## src/rtl/uart_tx_fifo.sv

```systemverilog
// uart_tx_fifo: byte FIFO feeding an 8N1 UART transmitter.
// Bytes are queued on valid_i/ready_o and shifted out LSB first on tx_o,
// with each bit held for clk_div+1 clock cycles.
module uart_tx_fifo #(
  parameter int DEPTH = 4,
  parameter int DIV_W = 16
) (
  input  logic                     wb_clk_i,
  input  logic                     wb_rst_i,
  input  logic [DIV_W-1:0]         clk_div,
  input  logic [7:0]               data_i,
  input  logic                     valid_i,
  output logic                     ready_o,
  output logic                     tx_o,
  output logic                     busy_o,
  output logic [$clog2(DEPTH):0]   level_o
);

  localparam int PW = $clog2(DEPTH);
  localparam int LW = PW + 1;
  localparam logic [LW-1:0] FULL_LEVEL = LW'(DEPTH);

  typedef enum logic [1:0] {
    IDLE  = 2'd0,
    START = 2'd1,
    DATA  = 2'd2,
    STOP  = 2'd3
  } state_t;

  state_t state, state_next;

  logic [7:0]       mem [DEPTH];
  logic [PW-1:0]    wr_ptr;
  logic [PW-1:0]    rd_ptr;
  logic [LW-1:0]    count;
  logic             push;
  logic             pop;
  logic             fifo_empty;

  logic [DIV_W-1:0] div_cnt;
  logic [DIV_W-1:0] div_lat;
  logic [2:0]       bit_cnt;
  logic [7:0]       shift_reg;
  logic             tx_reg;
  logic             bit_end;

  assign fifo_empty = (count == '0);
  assign ready_o    = (count != FULL_LEVEL);
  assign push       = valid_i & ready_o;
  assign bit_end    = (div_cnt == div_lat);
  assign level_o    = count;
  assign busy_o     = (state != IDLE) | (count != '0);
  assign tx_o       = tx_reg;

  // Byte storage; written only when a push is accepted, so no reset is needed.
  always_ff @(posedge wb_clk_i) begin
    if (push) begin
      mem[wr_ptr] <= data_i;
    end
  end

  // FIFO pointers and occupancy; pointers wrap naturally since DEPTH is a power of two.
  always_ff @(posedge wb_clk_i or posedge wb_rst_i) begin
    if (wb_rst_i) begin
      wr_ptr <= '0;
      rd_ptr <= '0;
      count  <= '0;
    end else begin
      if (push) begin
        wr_ptr <= wr_ptr + PW'(1);
      end
      if (pop) begin
        rd_ptr <= rd_ptr + PW'(1);
      end
      case ({push, pop})
        2'b10:   count <= count + LW'(1);
        2'b01:   count <= count - LW'(1);
        default: count <= count;
      endcase
    end
  end

  // Frame state register.
  always_ff @(posedge wb_clk_i or posedge wb_rst_i) begin
    if (wb_rst_i) begin
      state <= IDLE;
    end else begin
      state <= state_next;
    end
  end

  // Next-state logic; a pop marks the edge on which a new frame begins.
  always_comb begin
    state_next = state;
    pop        = 1'b0;
    case (state)
      IDLE: begin
        if (!fifo_empty) begin
          state_next = START;
          pop        = 1'b1;
        end
      end
      START: begin
        if (bit_end) begin
          state_next = DATA;
        end
      end
      DATA: begin
        if (bit_end && (bit_cnt == 3'd7)) begin
          state_next = STOP;
        end
      end
      STOP: begin
        if (bit_end) begin
          if (!fifo_empty) begin
            state_next = START;
            pop        = 1'b1;
          end else begin
            state_next = IDLE;
          end
        end
      end
      default: state_next = IDLE;
    endcase
  end

  // Bit timing, shifter and registered serial output; the divisor is latched at frame start.
  always_ff @(posedge wb_clk_i or posedge wb_rst_i) begin
    if (wb_rst_i) begin
      div_cnt   <= '0;
      div_lat   <= '0;
      bit_cnt   <= '0;
      shift_reg <= '0;
      tx_reg    <= 1'b1;
    end else if (pop) begin
      shift_reg <= mem[rd_ptr];
      div_lat   <= clk_div;
      div_cnt   <= '0;
      bit_cnt   <= '0;
      tx_reg    <= 1'b0;
    end else begin
      case (state)
        IDLE: begin
          div_cnt <= '0;
          tx_reg  <= 1'b1;
        end
        START: begin
          if (bit_end) begin
            div_cnt <= '0;
            tx_reg  <= shift_reg[0];
          end else begin
            div_cnt <= div_cnt + DIV_W'(1);
          end
        end
        DATA: begin
          if (bit_end) begin
            div_cnt <= '0;
            if (bit_cnt == 3'd7) begin
              tx_reg <= 1'b1;
            end else begin
              bit_cnt   <= bit_cnt + 3'd1;
              shift_reg <= {1'b0, shift_reg[7:1]};
              tx_reg    <= shift_reg[1];
            end
          end else begin
            div_cnt <= div_cnt + DIV_W'(1);
          end
        end
        STOP: begin
          if (bit_end) begin
            div_cnt <= '0;
            tx_reg  <= 1'b1;
          end else begin
            div_cnt <= div_cnt + DIV_W'(1);
          end
        end
        default: begin
          div_cnt <= '0;
          tx_reg  <= 1'b1;
        end
      endcase
    end
  end

endmodule

```

## config.mk

```make
export PLATFORM = sky130hd
export DESIGN_NAME = uart_tx_fifo
export DESIGN_NICKNAME = d
export VERILOG_FILES = /design/src/rtl/uart_tx_fifo.sv
export SDC_FILE = /design/constraint.sdc
export NUM_CORES = 1
export LEC_CHECK = 0
export ABC_AREA = 1
export CAP_MARGIN = 20
export CORE_MARGIN = 4
export CORE_UTILIZATION = 44
export CTS_CLUSTER_DIAMETER = 80
export DETAILED_ROUTE_END_ITERATION = 12
export MAX_ROUTING_LAYER = met4
export SLEW_MARGIN = 20
export SYNTH_ARGS = -nofsm -noshare
export SYNTH_HDL_FRONTEND = slang
export SYNTH_SLANG_ARGS = --single-unit
```

## constraint.sdc

```tcl
create_clock -name wb_clk_i -period 6.4 [get_ports wb_clk_i]
set_clock_uncertainty 0.2 [all_clocks]
set_input_delay 0.96 -clock wb_clk_i [delete_from_list [all_inputs] [get_ports wb_clk_i]]
set_output_delay 0.96 -clock wb_clk_i [all_outputs]
set_load 0.03 [all_outputs]
```

Word-level counts from Yosys, hierarchy flattened:

Memories as Yosys holds them, arrays and structs flattened.
Cells that the tools add are included.
W data, S select, Z words.

* memory bits (read-only): 0
* memories: 1
* output and inout port bits: 6
* logic and storage cells: 75
* latch bits: 0
* input port bits: 27
* register bits: 53
* bits in writable memories: 32

Memories
* mem: depth 4, bits a word 8, rd ports 1, clocked after memory_dff 0, wr ports 1, line 32 `logic [7:0] mem [DEPTH];`

* multiply operators: 0
* divide/modulo/power cells: 0
* equal/unequal tests: 16
* add/sub/neg operators: 6
* shifts and indexed selects: 0
* magnitude comparators: 0
* mux-type cells: 29
* bitwise logic cells: 2
* reductions and logical operators: 12

Operators with widths (count)
* $mux W16: 2
* $mux W8: 4
* $pmux W16 S2: 1
* $add A16 B1 Y16 const B: 1
* $eq A16 B16 Y1: 1
* $mux W3: 4
* $ne A3 B3 Y1 const B: 4
* $mux W1: 10
* $ne A2 B2 Y1 const B: 5
* $mux W2: 4
* $pmux W2 S4: 1
* $reduce_bool A2 Y1: 4
* $add A3 B1 Y3 const B: 2
* $eq A2 B2 Y1 const B: 3
* $pmux W3 S2: 1
* $reduce_and A3 Y1: 2
* $add A2 B1 Y2 const B: 2
* $eq A2 B1 Y1 const B: 2
* $pmux W1 S4: 1
* $reduce_and A4 Y1: 1
* $eq A3 B3 Y1 const B: 1
* $logic_not A3 Y1: 1
* $reduce_bool A3 Y1: 1
* $reduce_or A3 Y1: 1
* other kinds (6): 6

Depth between registers and ports, before layout:

* depth after elaboration: 6
* gate-level depth with buffers: 16
* gate-level depth less buffers: 15

Worst setup path after synthesis:

OpenSTA, ideal clock, no wires.

* path kind: reg-to-reg
* start point: register count[0], in the netlist level_o[0]
* end point: register count[2], in the netlist level_o[2]
* buffers on the path: 1
* library setup time: 134 ps
* period minus slack after synthesis: 2632 ps
* path slack: 3768 ps
* stages on the path, launching flop included: 13
* data required time: 6066 ps
* arrival time: 2297 ps
* cells stage by stage: dfrtp_1 nor3_1 nor2_1 nand3_2 nand2_4 nand2_4 inv_1 buf_4 ha_1 fa_1 a21oi_1 o21ai_0 xnor2_1

* word-level cells in the longest chain between the ends: 6
* elaborated cells between the ends (all ways): 12
* those cells by class: 2 x add/sub; 3 x eq/ne; 4 x mux; 1 x bitwise; 2 x reduce/logical

Ends and longest elaborated chain
* from (decl): line 35 `logic [LW-1:0] count;`
* from (signal assigned): line 76 `2'b10: count <= count + LW'(1);`
* from (signal assigned): line 77 `2'b01: count <= count - LW'(1);`
* from (signal assigned): line 78 `default: count <= count;`
* $logic_not A3 Y1: line 47 `assign fifo_empty = (count == '0);`
* $mux W1: line 98, 115
* $mux W1: line 114 `if (bit_end) begin`
* $pmux W1 S2: line 96 `case (state)`
* $eq A2 B1 Y1 / $eq A2 B2 Y1 (equally long branches): line 75 `case ({push, pop})`
* $pmux W3 S2 / $reduce_bool A2 Y1 (equally long branches)

Several ways; a longest one is shown, not always the timed one.
A chain may end at the register's enable or synchronous reset.

Final worst setup path:

Same ends and word-level chain as after synthesis.

==> parameters.txt <==
Parameter                              Value

Status
  Run status    finished, final reports clean

Global route
  Maximum number of pins on one net before global-route repair    54
  Grt total ovfl    0
  Highest-utilization routing layer at the global route stage    met2
  Met2 track utilization from global routing    0.244
  Met3 capacity usage during global routing    0.0358
  All-layer global routing usage    0.162
  Met1 track utilization from global routing    0.221
  First-pass GRT wire length    14200 um
  Number of antenna violations at the first check in global routing    0
  Number of global-route vias before repair    2998

Clock tree
  Cell at the root of the clock tree    clkbuf_8
  Buffer depth of the longest clock path    2
  Number of hold buffers added after cts    0
  Clock tree from TritonCTS    yes
  Clock input transition at the sequential cells of the worst setup and hold paths    0.09 ns
  Clock latency reported for the late side of the worst-skew pair    0.35 ns
  # clock sinks    85
  TritonCTS Buffers    9
  # H-tree levels    3
  Postcts setup bufs    0
  Post-cts sizing count    0

Layout
  Core Util, Final    0.516
  Post-synthesis to final-layout area growth    13.4%
  Commonest cells after routing, fill and taps aside    nand2_1 (166), dfrtp_1 (52), nor2_1 (48), inv_1 (42)
  Ratio of cells with drive above 1 in the final layout    0.0866
  Top reg by flops    mem
  Flip-flop count of the largest register after layout    32
  Number of nets in the final layout    544
  Most common cell after layout, fill and taps aside    nand2_1
  Largest registers in the final layout    mem x32, div_cnt x16, div_lat x16
  Antenna diode count    0
  Count of fill cells added during filler insertion    909

Power
  Pwr per Cell Area    438 mW/mm2
  Cell-internal power    1.20 mW
  Largest voltage drop on the vdd net    284 uV
  Switching share of total power    0.427
  Clock power frac    0.171
  Sw Pwr    0.894 mW
  P_leak    2.22 nW
  Sequential cell fraction of total power    0.419
  Logic pwr share    0.410

Synthesis
  Average cell area after synthesis    8.91 um2
  Ys Warns    0
  Synthesis-stage register bit count    85
  Cells after synthesis    474
  Post-synthesis cell area    0.00422 mm2
  Post-Synthesis Net Count    515
  Share of the yosys chip area belonging to registers    0.542
  Post-synthesis cell type count    34

Worst setup path
  CP Class    reg2reg
  Data arrival time at the worst-slack endpoint    3.52 ns
  Crit start category    flop
  Largest driver fanout on the critical path    39
  Setup slack, reg-to-reg    2.93 ns
  Critical path data required time    6.44 ns
  Critical Path Sink Type    flop

Timing
  Unrepaired setup endpoints after global routing    no
  Final-report max-slew violation count    0
  Final setup fails    0
  Transition at the pin with the smallest max-transition slack    0.766 ns
  Crit path time final    3.47 ns
  Total count of hold-check failures in the final report    0
  Post-route fraction of the period consumed by the critical path    0.542
  Max transition margin    0.488
  Fmax achieved    288 MHz
  Setup TNS after final layout    0 ns

Detailed routing
  Post-DR vias/cell    4.72
  Detailed router's first-iteration violation count    113
  Number of nets with antenna violations after detailed routing    0
  Final WL    8200 um
  Routed wire per std cell    12.9 um
  Final routed DRC violation total    0
  Detailed Routing Iterations Pass 1    5
  Via total after detailed routing    3008

Floorplanning
  Die span in x    106 um
  Height of the die    106 um
  Rows    35
  Ports placed on the boundary    33
  Die outline area    0.0112 mm2
  Initial cell density of the core    0.455
  Core box area    0.00928 mm2

Placement
  IO buf count    32
  Half-perimeter wire length after detailed placement    5720 um
  Global placement routability congestion    0.797

Hold path
  Class of the tightest hold or removal check    reg2reg

Run
  Number of maximum-capacitance constraint violations    0
[critical path: stages (launching register included)]
cell and delay (ns):
dfrtp_1 0.46, nor3_1 0.45, nor2_1 0.14, nand3_2 0.12, nand2_4 0.08, nand2_4 0.36
inv_1 0.42, ha_1 0.36, fa_1 0.38, a21oi_1 0.13, o21ai_0 0.12, xnor2_1 0.13
[synth_stat cells (all sizes together)]
cell type	instances	area share
clkbuf	4	0.0036
a211oi	1	0.0018
ha	13	0.039
fa	1	0.0047
inv	50	0.044
o22ai	1	0.0015
buf	11	0.021
dfstp	1	0.0062
xor2	11	0.023
o31ai	1	0.0018
xnor2	4	0.0083
nor2	50	0.046
clkinv	3	0.0027
nand2	170	0.16
nand3b	1	0.0018
nor3	5	0.0071
nand3	32	0.049
mux2	1	0.0027
nand4	2	0.0030
dfrtp	52	0.31
edfxtp	32	0.23
a32o	7	0.017
o21ai	11	0.014
a21oi	10	0.012
[cell families after synthesis]
group / after synthesis / synth area share
simple gates: 260 / 0.262
flops: 85 / 0.542
buf+inv: 68 / 0.0717
compound gates: 31 / 0.0474
xor+xnor: 15 / 0.0311
fa+ha+maj: 14 / 0.0433
mux: 1 / 0.00267
[final timing paths]
kind / startpoint / to / cells after the start
max: level_o[0] / level_o[2] / 11
min: div_lat[12] / div_lat[12] / 2
max reg2reg: level_o[0] / level_o[2] / 11
min reg2reg: div_lat[12] / div_lat[12] / 2
max in group asynchronous: wb_rst_i / div_cnt[12] / 3
min in group asynchronous: wb_rst_i / div_cnt[3] / 3
[metrics by stage]
stage               power [mW]  cells  setup slack, ns  cell area (um2)  hold WS (ns)
finish                    2.10    637             2.93             4790         0.314
global route              2.29    637             2.62             4790         0.342
CTS                       2.11    637             2.99             4790         0.316
detailed placement        1.75    621             2.99             4610         0.294
global placement          1.73    621             3.06             4610         0.293
floorplan                 1.57    474             3.77             4220         0.268
[final cells by class]
class,count,area [um2],area share
flip-flops and latches,85,2290,0.478
multi-input cells,321,1630,0.341
repair buffers,33,328,0.0685
inverters,53,199,0.0415
well taps,129,161,0.0337
clock buffers,9,124,0.0259
clock inverters,7,56.3,0.0118
[power groups by stage]
stage	registers [mW]	logic [mW]	clock network, mW
final	0.878	0.860	0.358
after global routing	0.905	0.994	0.392
after CTS	0.880	0.867	0.368
after detailed placement	0.892	0.862	0
after global placement	0.886	0.842	0
after floorplan	0.857	0.715	0
[per-layer routing]
| layer | vias to the layer above | routed length, um |
|---|---|---|
| met4 | 0 | 106 |
| met1 | 1404 | 4140 |
| met2 | 38 | 3720 |
| met3 | 8 | 237 |
| met5 | - | 0 |
| li1 | 1558 | - |
No activity file was read; power rests on OpenSTA's default activity.
